$ cat src/rtl/uart_pkg.sv
// rtl/uart_pkg.sv - shared UART types and constants, used by both transmit and receive sides
package uart_pkg;

    localparam int UART_DATA_W = 8;

    localparam logic PARITY_MODE_EVEN = 1'b0;
    localparam logic PARITY_MODE_ODD  = 1'b1;

    typedef enum logic [2:0] {
        IDLE,
        START,
        DATA,
        PARITY,
        STOP
    } uart_state_t;

    function automatic logic parity_bit(input logic [UART_DATA_W-1:0] data, input logic odd);
        return (^data) ^ odd;
    endfunction

endpackage

$ cat src/rtl/uart_tx_serializer_if.sv
// rtl/uart_tx_serializer_if.sv - bridge-to-serializer byte request and status signals
interface uart_tx_serializer_if;
    import uart_pkg::*;

    logic                   tx_en;
    logic                   txStart;
    logic [UART_DATA_W-1:0] txData;
    logic                   tx;
    logic                   busy;
    logic                   txDone;
    logic                   err;

    modport master (
        output tx_en, txStart, txData,
        input  tx, busy, txDone, err
    );

    modport slave (
        input  tx_en, txStart, txData,
        output tx, busy, txDone, err
    );

endinterface

$ cat src/rtl/uart_baud_tick.sv
// rtl/uart_baud_tick.sv - free-running bit-period divider with a one-cycle end-of-bit tick
module uart_baud_tick #(
    parameter int CLKS_PER_BIT = 16
) (
    input  logic clk,
    input  logic rst,
    input  logic i_clear,
    output logic o_bit_tick
);

    localparam int CNT_W = $clog2(CLKS_PER_BIT);
    localparam logic [CNT_W-1:0] LAST = CNT_W'(CLKS_PER_BIT - 1);

    logic [CNT_W-1:0] r_cnt;

    always_ff @(posedge clk) begin
        if (rst || i_clear) begin
            r_cnt <= '0;
        end else if (r_cnt == LAST) begin
            r_cnt <= '0;
        end else begin
            r_cnt <= r_cnt + CNT_W'(1);
        end
    end

    assign o_bit_tick = (r_cnt == LAST);

endmodule

$ cat src/rtl/uart_tx_serializer.sv
// rtl/uart_tx_serializer.sv - serializes one start/data/parity/stop frame per bridge byte request
module uart_tx_serializer
    import uart_pkg::*;
#(
    parameter int CLKS_PER_BIT = 16,
    parameter int PARITY_EN    = 0,
    parameter int PARITY_ODD   = 0,
    parameter int STOP_BITS    = 1
) (
    input  logic                 clk,
    input  logic                 rst,
    uart_tx_serializer_if.slave  bus
);

    localparam logic [2:0] LAST_STOP  = 3'(STOP_BITS - 1);
    localparam logic       PAR_ODD    = (PARITY_ODD != 0);
    localparam bit         HAS_PARITY = (PARITY_EN != 0);

    uart_state_t            r_state, w_state_nxt;
    logic [UART_DATA_W-1:0] r_shift, w_shift_nxt;
    logic [2:0]             r_bit_cnt, w_bit_cnt_nxt;
    logic                   r_par, w_par_nxt;
    logic                   r_tx, w_tx_nxt;
    logic                   r_busy, w_busy_nxt;
    logic                   r_done, w_done_nxt;
    logic                   r_err, w_err_nxt;
    logic                   r_start_q;
    logic                   w_req;
    logic                   w_accept;
    logic                   w_bit_tick;

    // Only a rising edge of the request level counts, so a held level sends one frame.
    assign w_req    = bus.txStart & ~r_start_q;
    assign w_accept = w_req & bus.tx_en & (r_state == IDLE);

    uart_baud_tick #(
        .CLKS_PER_BIT (CLKS_PER_BIT)
    ) u_baud (
        .clk        (clk),
        .rst        (rst),
        .i_clear    (w_accept),
        .o_bit_tick (w_bit_tick)
    );

    always_ff @(posedge clk) begin
        if (rst) begin
            r_state   <= IDLE;
            r_shift   <= '0;
            r_bit_cnt <= '0;
            r_par     <= 1'b0;
            r_tx      <= 1'b1;
            r_busy    <= 1'b0;
            r_done    <= 1'b0;
            r_err     <= 1'b0;
            r_start_q <= 1'b0;
        end else begin
            r_state   <= w_state_nxt;
            r_shift   <= w_shift_nxt;
            r_bit_cnt <= w_bit_cnt_nxt;
            r_par     <= w_par_nxt;
            r_tx      <= w_tx_nxt;
            r_busy    <= w_busy_nxt;
            r_done    <= w_done_nxt;
            r_err     <= w_err_nxt;
            r_start_q <= bus.txStart;
        end
    end

    always_comb begin
        w_state_nxt   = r_state;
        w_shift_nxt   = r_shift;
        w_bit_cnt_nxt = r_bit_cnt;
        w_par_nxt     = r_par;
        w_tx_nxt      = r_tx;
        w_busy_nxt    = r_busy;
        w_done_nxt    = 1'b0;
        w_err_nxt     = w_req & r_busy;
        case (r_state)
            IDLE: begin
                w_tx_nxt = 1'b1;
                if (w_accept) begin
                    w_state_nxt   = START;
                    w_shift_nxt   = bus.txData;
                    w_par_nxt     = parity_bit(bus.txData, PAR_ODD);
                    w_bit_cnt_nxt = '0;
                    w_tx_nxt      = 1'b0;
                    w_busy_nxt    = 1'b1;
                end
            end
            START: begin
                if (w_bit_tick) begin
                    w_state_nxt = DATA;
                    w_tx_nxt    = r_shift[0];
                end
            end
            DATA: begin
                if (w_bit_tick) begin
                    w_shift_nxt   = r_shift >> 1;
                    w_bit_cnt_nxt = r_bit_cnt + 3'd1;
                    if (r_bit_cnt == 3'd7) begin
                        w_state_nxt = HAS_PARITY ? PARITY : STOP;
                        w_tx_nxt    = HAS_PARITY ? r_par : 1'b1;
                    end else begin
                        w_tx_nxt = r_shift[1];
                    end
                end
            end
            PARITY: begin
                if (w_bit_tick) begin
                    w_state_nxt = STOP;
                    w_tx_nxt    = 1'b1;
                end
            end
            STOP: begin
                // The bit counter wrapped to 0 leaving DATA and now counts stop bits.
                if (w_bit_tick) begin
                    if (r_bit_cnt == LAST_STOP) begin
                        w_state_nxt   = IDLE;
                        w_bit_cnt_nxt = '0;
                        w_busy_nxt    = 1'b0;
                        w_done_nxt    = 1'b1;
                    end else begin
                        w_bit_cnt_nxt = r_bit_cnt + 3'd1;
                    end
                end
            end
            default: begin
                w_state_nxt = IDLE;
                w_tx_nxt    = 1'b1;
                w_busy_nxt  = 1'b0;
            end
        endcase
    end

    assign bus.tx     = r_tx;
    assign bus.busy   = r_busy;
    assign bus.txDone = r_done;
    assign bus.err    = r_err;

endmodule

$ cat src/flat_wrapper.sv
// flat-port wrapper written by rule: the top's interface ports become plain ports
module uart_tx_serializer_flat import uart_pkg::*;
#(
    parameter int CLKS_PER_BIT = 16,
    parameter int PARITY_EN    = 0,
    parameter int PARITY_ODD   = 0,
    parameter int STOP_BITS    = 1
)
  (clk, rst, bus_tx_en, bus_txStart, bus_txData, bus_tx, bus_busy, bus_txDone, bus_err);
  uart_tx_serializer_if bus_i ();
  input  logic clk;
  input  logic rst;
  input wire logic [$bits(bus_i.tx_en)-1:0] bus_tx_en;
  input wire logic [$bits(bus_i.txStart)-1:0] bus_txStart;
  input wire logic [$bits(bus_i.txData)-1:0] bus_txData;
  output wire logic [$bits(bus_i.tx)-1:0] bus_tx;
  output wire logic [$bits(bus_i.busy)-1:0] bus_busy;
  output wire logic [$bits(bus_i.txDone)-1:0] bus_txDone;
  output wire logic [$bits(bus_i.err)-1:0] bus_err;
  assign bus_i.tx_en = bus_tx_en;
  assign bus_i.txStart = bus_txStart;
  assign bus_i.txData = bus_txData;
  assign bus_tx = bus_i.tx;
  assign bus_busy = bus_i.busy;
  assign bus_txDone = bus_i.txDone;
  assign bus_err = bus_i.err;
  uart_tx_serializer #(.CLKS_PER_BIT(CLKS_PER_BIT), .PARITY_EN(PARITY_EN), .PARITY_ODD(PARITY_ODD), .STOP_BITS(STOP_BITS)) u_core (.clk(clk), .rst(rst), .bus(bus_i));
endmodule
$ cat config.mk
export PLATFORM = sky130hd
export DESIGN_NAME = uart_tx_serializer_flat
export DESIGN_NICKNAME = d
export VERILOG_FILES = /design/src/rtl/uart_pkg.sv /design/src/rtl/uart_tx_serializer_if.sv /design/src/rtl/uart_baud_tick.sv /design/src/rtl/uart_tx_serializer.sv /design/src/flat_wrapper.sv
export SDC_FILE = /design/constraint.sdc
export NUM_CORES = 1
export LEC_CHECK = 0
export CAP_MARGIN = 20
export CORE_ASPECT_RATIO = 1.4
export CORE_MARGIN = 2
export CORE_UTILIZATION = 45
export DETAILED_ROUTE_END_ITERATION = 12
export GPL_ROUTABILITY_DRIVEN = 0
export GPL_TIMING_DRIVEN = 0
export PLACE_DENSITY_LB_ADDON = 0.12
export SETUP_SLACK_MARGIN = 0.05
export SLEW_MARGIN = 0
export SYNTH_ARGS = -nofsm -noshare
export SYNTH_HDL_FRONTEND = slang
export SYNTH_SLANG_ARGS = --single-unit
$ cat constraint.sdc
create_clock -name clk -period 1.7 [get_ports clk]
set_clock_uncertainty 0.1 [all_clocks]
set_input_delay 0.34 -clock clk [delete_from_list [all_inputs] [get_ports clk]]
set_output_delay 0.34 -clock clk [all_outputs]
set_load 0.01 [all_outputs]
==> impl_metrics.ini, run 1 <==
[layout]
n_fill_cell = 196
diodes = 0
finalNonFillerCells = 186
finalInstanceArea_um2 = 1559
mostFrequentLayoutCells = 19 x dfxtp_1, 12 x clkdlybuf4s50_1, 10 x nand2_1, 10 x nor2_1, 9 x nand3_1
area_growth_pct = 36.62
drive_gt1_share_pct = 32.89
final_common_cell = dfxtp_1
final_net_count = 169

[detailed_routing]
avgRoutedWirePerCell_um = 15.22
drt_iter0_drc = 41
drtPass1Iterations = 4
avgViaCountPerCell = 5.866
drc = 0
ant_nets = 0
routed_wl_mm = 2.831
vias = 1091

[setup_path]
worst_setup_path_end_kind = flip-flop
cp.required_ns = 1.81
start_kind = flip-flop
path_max_fanout = 6
worstPathArrival_ns = 1.84
critPathKind = reg2reg

[sta]
hold_viol_final = 0
fin_setup_tns_ns = -0.07056
maxSlewViolCount = 0
min_period_ns = 1.731
min_period_over_period_pct = 101.8
fmax_mhz = 577.8
fin_ws_ns = -0.03074
tightestPinTransition_ns = 0.5003
relSlewSlack_pct = 66.61
rsz0062_at_grt = true
setup_viol = 3

[synthesis]
synth_area_um2 = 1141
syn_area_per_cell_um2 = 8.985
synthesis.nets = 143
synth_top_area_share_pct = 40.35
async_reset_ff_share_pct = 0
synthTopCellsByArea = dfxtp_1 40%, nor2_1 5.3%, ha_1 4.4%
yosys.area.top_type = dfxtp_1
ys_ff_latch = 23
ys_seq_area_share_pct = 40.35
synth_edf_count = 0
yosysWarnings = 0
syn_inst = 127
ys_dominant_reg_cell = dfxtp_1
synth.distinct_cells = 38

[power]
clockPowerShare_pct = 24.5
cellLeakagePower_nw = 0.6084
comb_power_share_pct = 19.6
power-per-cell-area_nw_per_um2 = 677.9
switching_share_pct = 27.32
p_int_uw = 768.0
p_switching_uw = 288.8
power_frac_seq_pct = 55.9
finalPower_mw = 1.057
ir_drop_mv = 0.3997

[clock_network]
ctsHoldBuffers = 0
cts_sinks = 23
insertion_delay_ns = 0.31
clk_pin_slew_ns = 0.13
cts-root-buf = clkbuf_4
htreeDepth = 1
cts_buffers = 3
clock_path_buffers = 2
cts_tree = yes

[global_route]
grt_antenna_before_repair = 0
grt_pass1_vias = 1102
grt_pass1_wl_mm = 4.671
globalRouteOverflowTotal = 0
groute.usage.overall_pct = 21.17
grt_max_degree = 13

[placement]
io_buffers = 15
dp_slack_ns = -0.4369
dp_cells = 176
placed_area_um2 = 1355
dp_hpwl_mm = 1.780

[die]
die_height_um = 63.58
die_area_um2 = 2960
initial_core_util_pct = 47.72
core-area_um2 = 2391
pin_count = 16
core.rowCount = 21
die_w_um = 46.56

[min_path]
hold_path_class = reg2reg

[job]
drv_cap = 0

[outcome]
violations = negative setup slack
status = complete, but fails checks
## per-layer routing
layer	share of wire (%)	global-route usage (%)	vias up
met5	0	0	-
met2	54	36.11	38
met4	0.85	9.286	0
met1	41	24.47	536
met3	4.4	3.438	4
li1	-	-	513
## worst paths after layout
| kind | startpoint | to | slack (ns) | cells after the start |
|---|---|---|---|---|
| worst max register to register | u_core.r_state[1] | u_core.r_bit_cnt[2] | -0.03 | 6 |
| worst min register to register | u_core.r_start_q | u_core.bus.err | 0.35 | 1 |
| worst max-delay path | u_core.r_state[1] | u_core.r_bit_cnt[2] | -0.03 | 6 |
| worst min-delay path | u_core.r_start_q | u_core.bus.err | 0.35 | 1 |
## through the flow
step                      hold WS [ns]  utilization [%]
after detailed placement        0.3317            56.67
after global routing            0.3885            65.20
after floorplan                 0.3040                -
after CTS                       0.3454            62.95
after global placement          0.3296            56.67
final                           0.3536            65.20
## cell usage after synthesis (2+ instances only)
library cell	n
a211oi_1	5
a21oi_1	4
a311oi_1	4
a311oi_2	2
a31o_2	3
buf_2	2
buf_6	3
clkbuf_1	4
dfxtp_1	23
ha_1	4
inv_1	6
nand2_1	10
nand3_1	10
nor2_1	16
nor2b_1	2
nor3_1	2
nor4_1	2
o21ai_0	2
or2_2	2
or3_1	3
## kinds of logic after synthesis
group                      after synthesis  share of synthesized area [%]
muxes                                    1                         0.8772
AOI/OAI and AO/OA                       27                          20.94
and+or+nand+nor                         55                          24.78
adders and majority gates                4                          4.386
DFF                                     23                          40.35
buffers and inverters                   15                          7.126
xor gates and xnor gates                 2                          1.535
## sequential cells by signal, summed over array words and instances (netlist names)
register / cells
u_core.bus.busy: 1
u_core.bus.err: 1
u_core.bus.tx: 1
u_core.bus.txDone: 1
u_core.r_bit_cnt: 3
u_core.r_shift: 8
u_core.r_start_q: 1
u_core.r_state: 3
u_core.u_baud.r_cnt: 4
## final cells by class
class / instances / area (µm²) / share of cell area (%)
multi-input cells: 90 / 725.7 / 46.55
flip-flops and latches: 23 / 465.4 / 29.86
repair buffers: 24 / 236.5 / 15.17
well taps: 34 / 42.54 / 2.729
plain buffers: 5 / 40.04 / 2.568
clock buffers: 4 / 26.28 / 1.685
inverters: 6 / 22.52 / 1.445
## what timing repair did
item | 4_1_cts | 5_1_grt
buffers inserted | 8 | 2
resized for setup | 16 | 24
endpoints found under the setup margin | 22 | 23
gates cloned | 2 | 0
pin swaps | 7 | 13
## power groups by stage
stage	Sequential [mW]	Clock [mW]	Combinational (mW)
after floorplan	0.594	0	0.108
after global placement	0.594	0	0.164
after detailed placement	0.596	0	0.168
after CTS	0.589	0.264	0.200
after global routing	0.594	0.289	0.227
final	0.591	0.258	0.207
## worst max-delay path, cell delays in order (launching register included)
cell and delay (ns):
dfxtp_2 0.35, buf_6 0.11, or3b_4 0.42, o2bb2ai_4 0.25, buf_6 0.14, nor4b_1 0.04, a31o_2 0.22
No activity file was read; power rests on OpenSTA's default activity.
==> run 2, diff against run 1 <==
CAP_MARGIN = 10   (was 20)
==> results of run 2 <==
No change in the layout: final DEF, timing and power equal those of run 1.
==> run 3, diff against run 2 <==
CORE_MARGIN = default   (was 2)
==> impl_metrics.ini, run 3 (synthesized netlist as in run 1, its figures left out) <==
[global_route]
grtUsageMet3_pct = 2.053
grt_max_degree = 13
grt.met1_usage_pct = 24.46
grt_pass1_wl_mm = 4.360
grt_pass1_vias = 1030
grt_antenna_before_repair = 0
groute.usage.overall_pct = 21.89
top_usage_layer = met2
globalRouteOverflowTotal = 0
grt_use_met2_pct = 40.55

[placement]
dp_hpwl_mm = 1.814
dp_cells = 176
placed_area_um2 = 1355
dp_slack_ns = -0.4598
io_buffers = 15

[detailed_routing]
avgViaCountPerCell = 5.497
routed_wl_mm = 2.683
drt_iter0_drc = 41
ant_nets = 0
avgRoutedWirePerCell_um = 14.20
vias = 1039
drtPass1Iterations = 4
drc = 0

[sta]
hold_viol_final = 0
setup_viol = 1
min_period_ns = 1.707
tightestPinTransition_ns = 0.3667
fin_ws_ns = -0.007102
relSlewSlack_pct = 75.53
min_period_over_period_pct = 100.4
maxSlewViolCount = 0
rsz0062_at_grt = true
fmax_mhz = 585.8

[clock_network]
htreeDepth = 1
clock_path_buffers = 2
cts_buffers = 3
cts_tree = yes
cts_sinks = 23
cts-root-buf = clkbuf_4
ctsHoldBuffers = 0
clk_pin_slew_ns = 0.13
insertion_delay_ns = 0.31

[layout]
diodes = 0
largestRegisters = u_core.r_shift x8, u_core.u_baud.r_cnt x4
final_net_count = 172
ff_latch_area_um2 = 466.7
finalNonFillerCells = 189
final_util_pct = 65.36
mostFrequentLayoutCells = 18 x dfxtp_1, 11 x clkdlybuf4s50_1, 11 x buf_4
final_common_cell = dfxtp_1
multi_input_area_um2 = 705.7
n_fill_cell = 199
finalInstanceArea_um2 = 1563
largest_reg_flops = 8
area_growth_pct = 36.95
largest-register = u_core.r_shift
drive_gt1_share_pct = 37.42

[setup_path]
cp.required_ns = 1.82
worst_setup_path_end_kind = flip-flop
cpMaxStageDelayCell = clkdlybuf4s50_1
worstPathArrival_ns = 1.82
critPathKind = in2reg
path_max_fanout = 6
cp_cell_sequence = clkdlybuf4s50_1, and4bb_2, o2bb2ai_4, buf_6, or2_4, a31o_2
slowest_delay_ns = 0.41
start_kind = primary input
crit_family = buffers and inverters
path_buf_inv = 2

[die]
initial_core_util_pct = 47.72
die_area_um2 = 2744
pin_count = 16
die_height_um = 61.58
core.rowCount = 21
die_w_um = 44.56
core-area_um2 = 2391

[power]
cellLeakagePower_nw = 0.6323
ir_drop_mv = 0.4116
power-per-cell-area_nw_per_um2 = 667.5
finalPower_mw = 1.043

[min_path]
hold_path_class = reg2reg

[outcome]
violations = negative setup slack
status = complete, but fails checks

[job]
drv_cap = 0
## run 3: timing repair
item,CTS,global route
setup buffers,10,3
setup endpoints to repair,22,20
pin swaps,8,16
resized for setup,23,20
hold endpoints to repair,0,0
## run 3: cell type report
| class | count | area share (%) |
|---|---|---|
| buffer | 5 | 2.642 |
| clock buffer | 4 | 1.681 |
| inverter | 6 | 1.441 |
| multi-input combinational | 89 | 45.16 |
| sequential | 23 | 29.86 |
| tap | 34 | 2.722 |
| timing repair buffer | 28 | 16.49 |
## run 3: per-stage QoR
step	TNS [ns]	hold WS [ns]
floorplan	-0.006308	0.3040
global placement	-6.506	0.3307
detailed placement	-7.044	0.3463
CTS	0	0.3310
global route	-0.2010	0.3581
finish	-0.007102	0.3502
## run 3: worst paths after layout
| kind | slack [ns] | cells past startpoint | end | start |
|---|---|---|---|---|
| setup / recovery | -0.007 | 6 | u_core.r_bit_cnt[0] | bus_tx_en |
| hold / removal | 0.35 | 1 | u_core.bus.err | u_core.r_start_q |
| setup reg to reg | 0 | 6 | u_core.r_bit_cnt[0] | u_core.r_state[1] |
| hold reg to reg | 0.35 | 1 | u_core.bus.err | u_core.r_start_q |
## run 3: per-layer routing
layer | wire length (µm) | vias up | part of all wire [%]
li1 | - | 517 | -
met1 | 1129 | 498 | 42
met2 | 1449 | 20 | 54
met3 | 67 | 4 | 2.5
met4 | 36 | 0 | 1.3
met5 | 0 | - | 0
## run 3: power breakdown
group | switching, mW | internal, mW
combinational | 0.0903 | 0.106
clock | 0.165 | 0.0917
sequential | 0.0236 | 0.567
total | 0.279 | 0.764
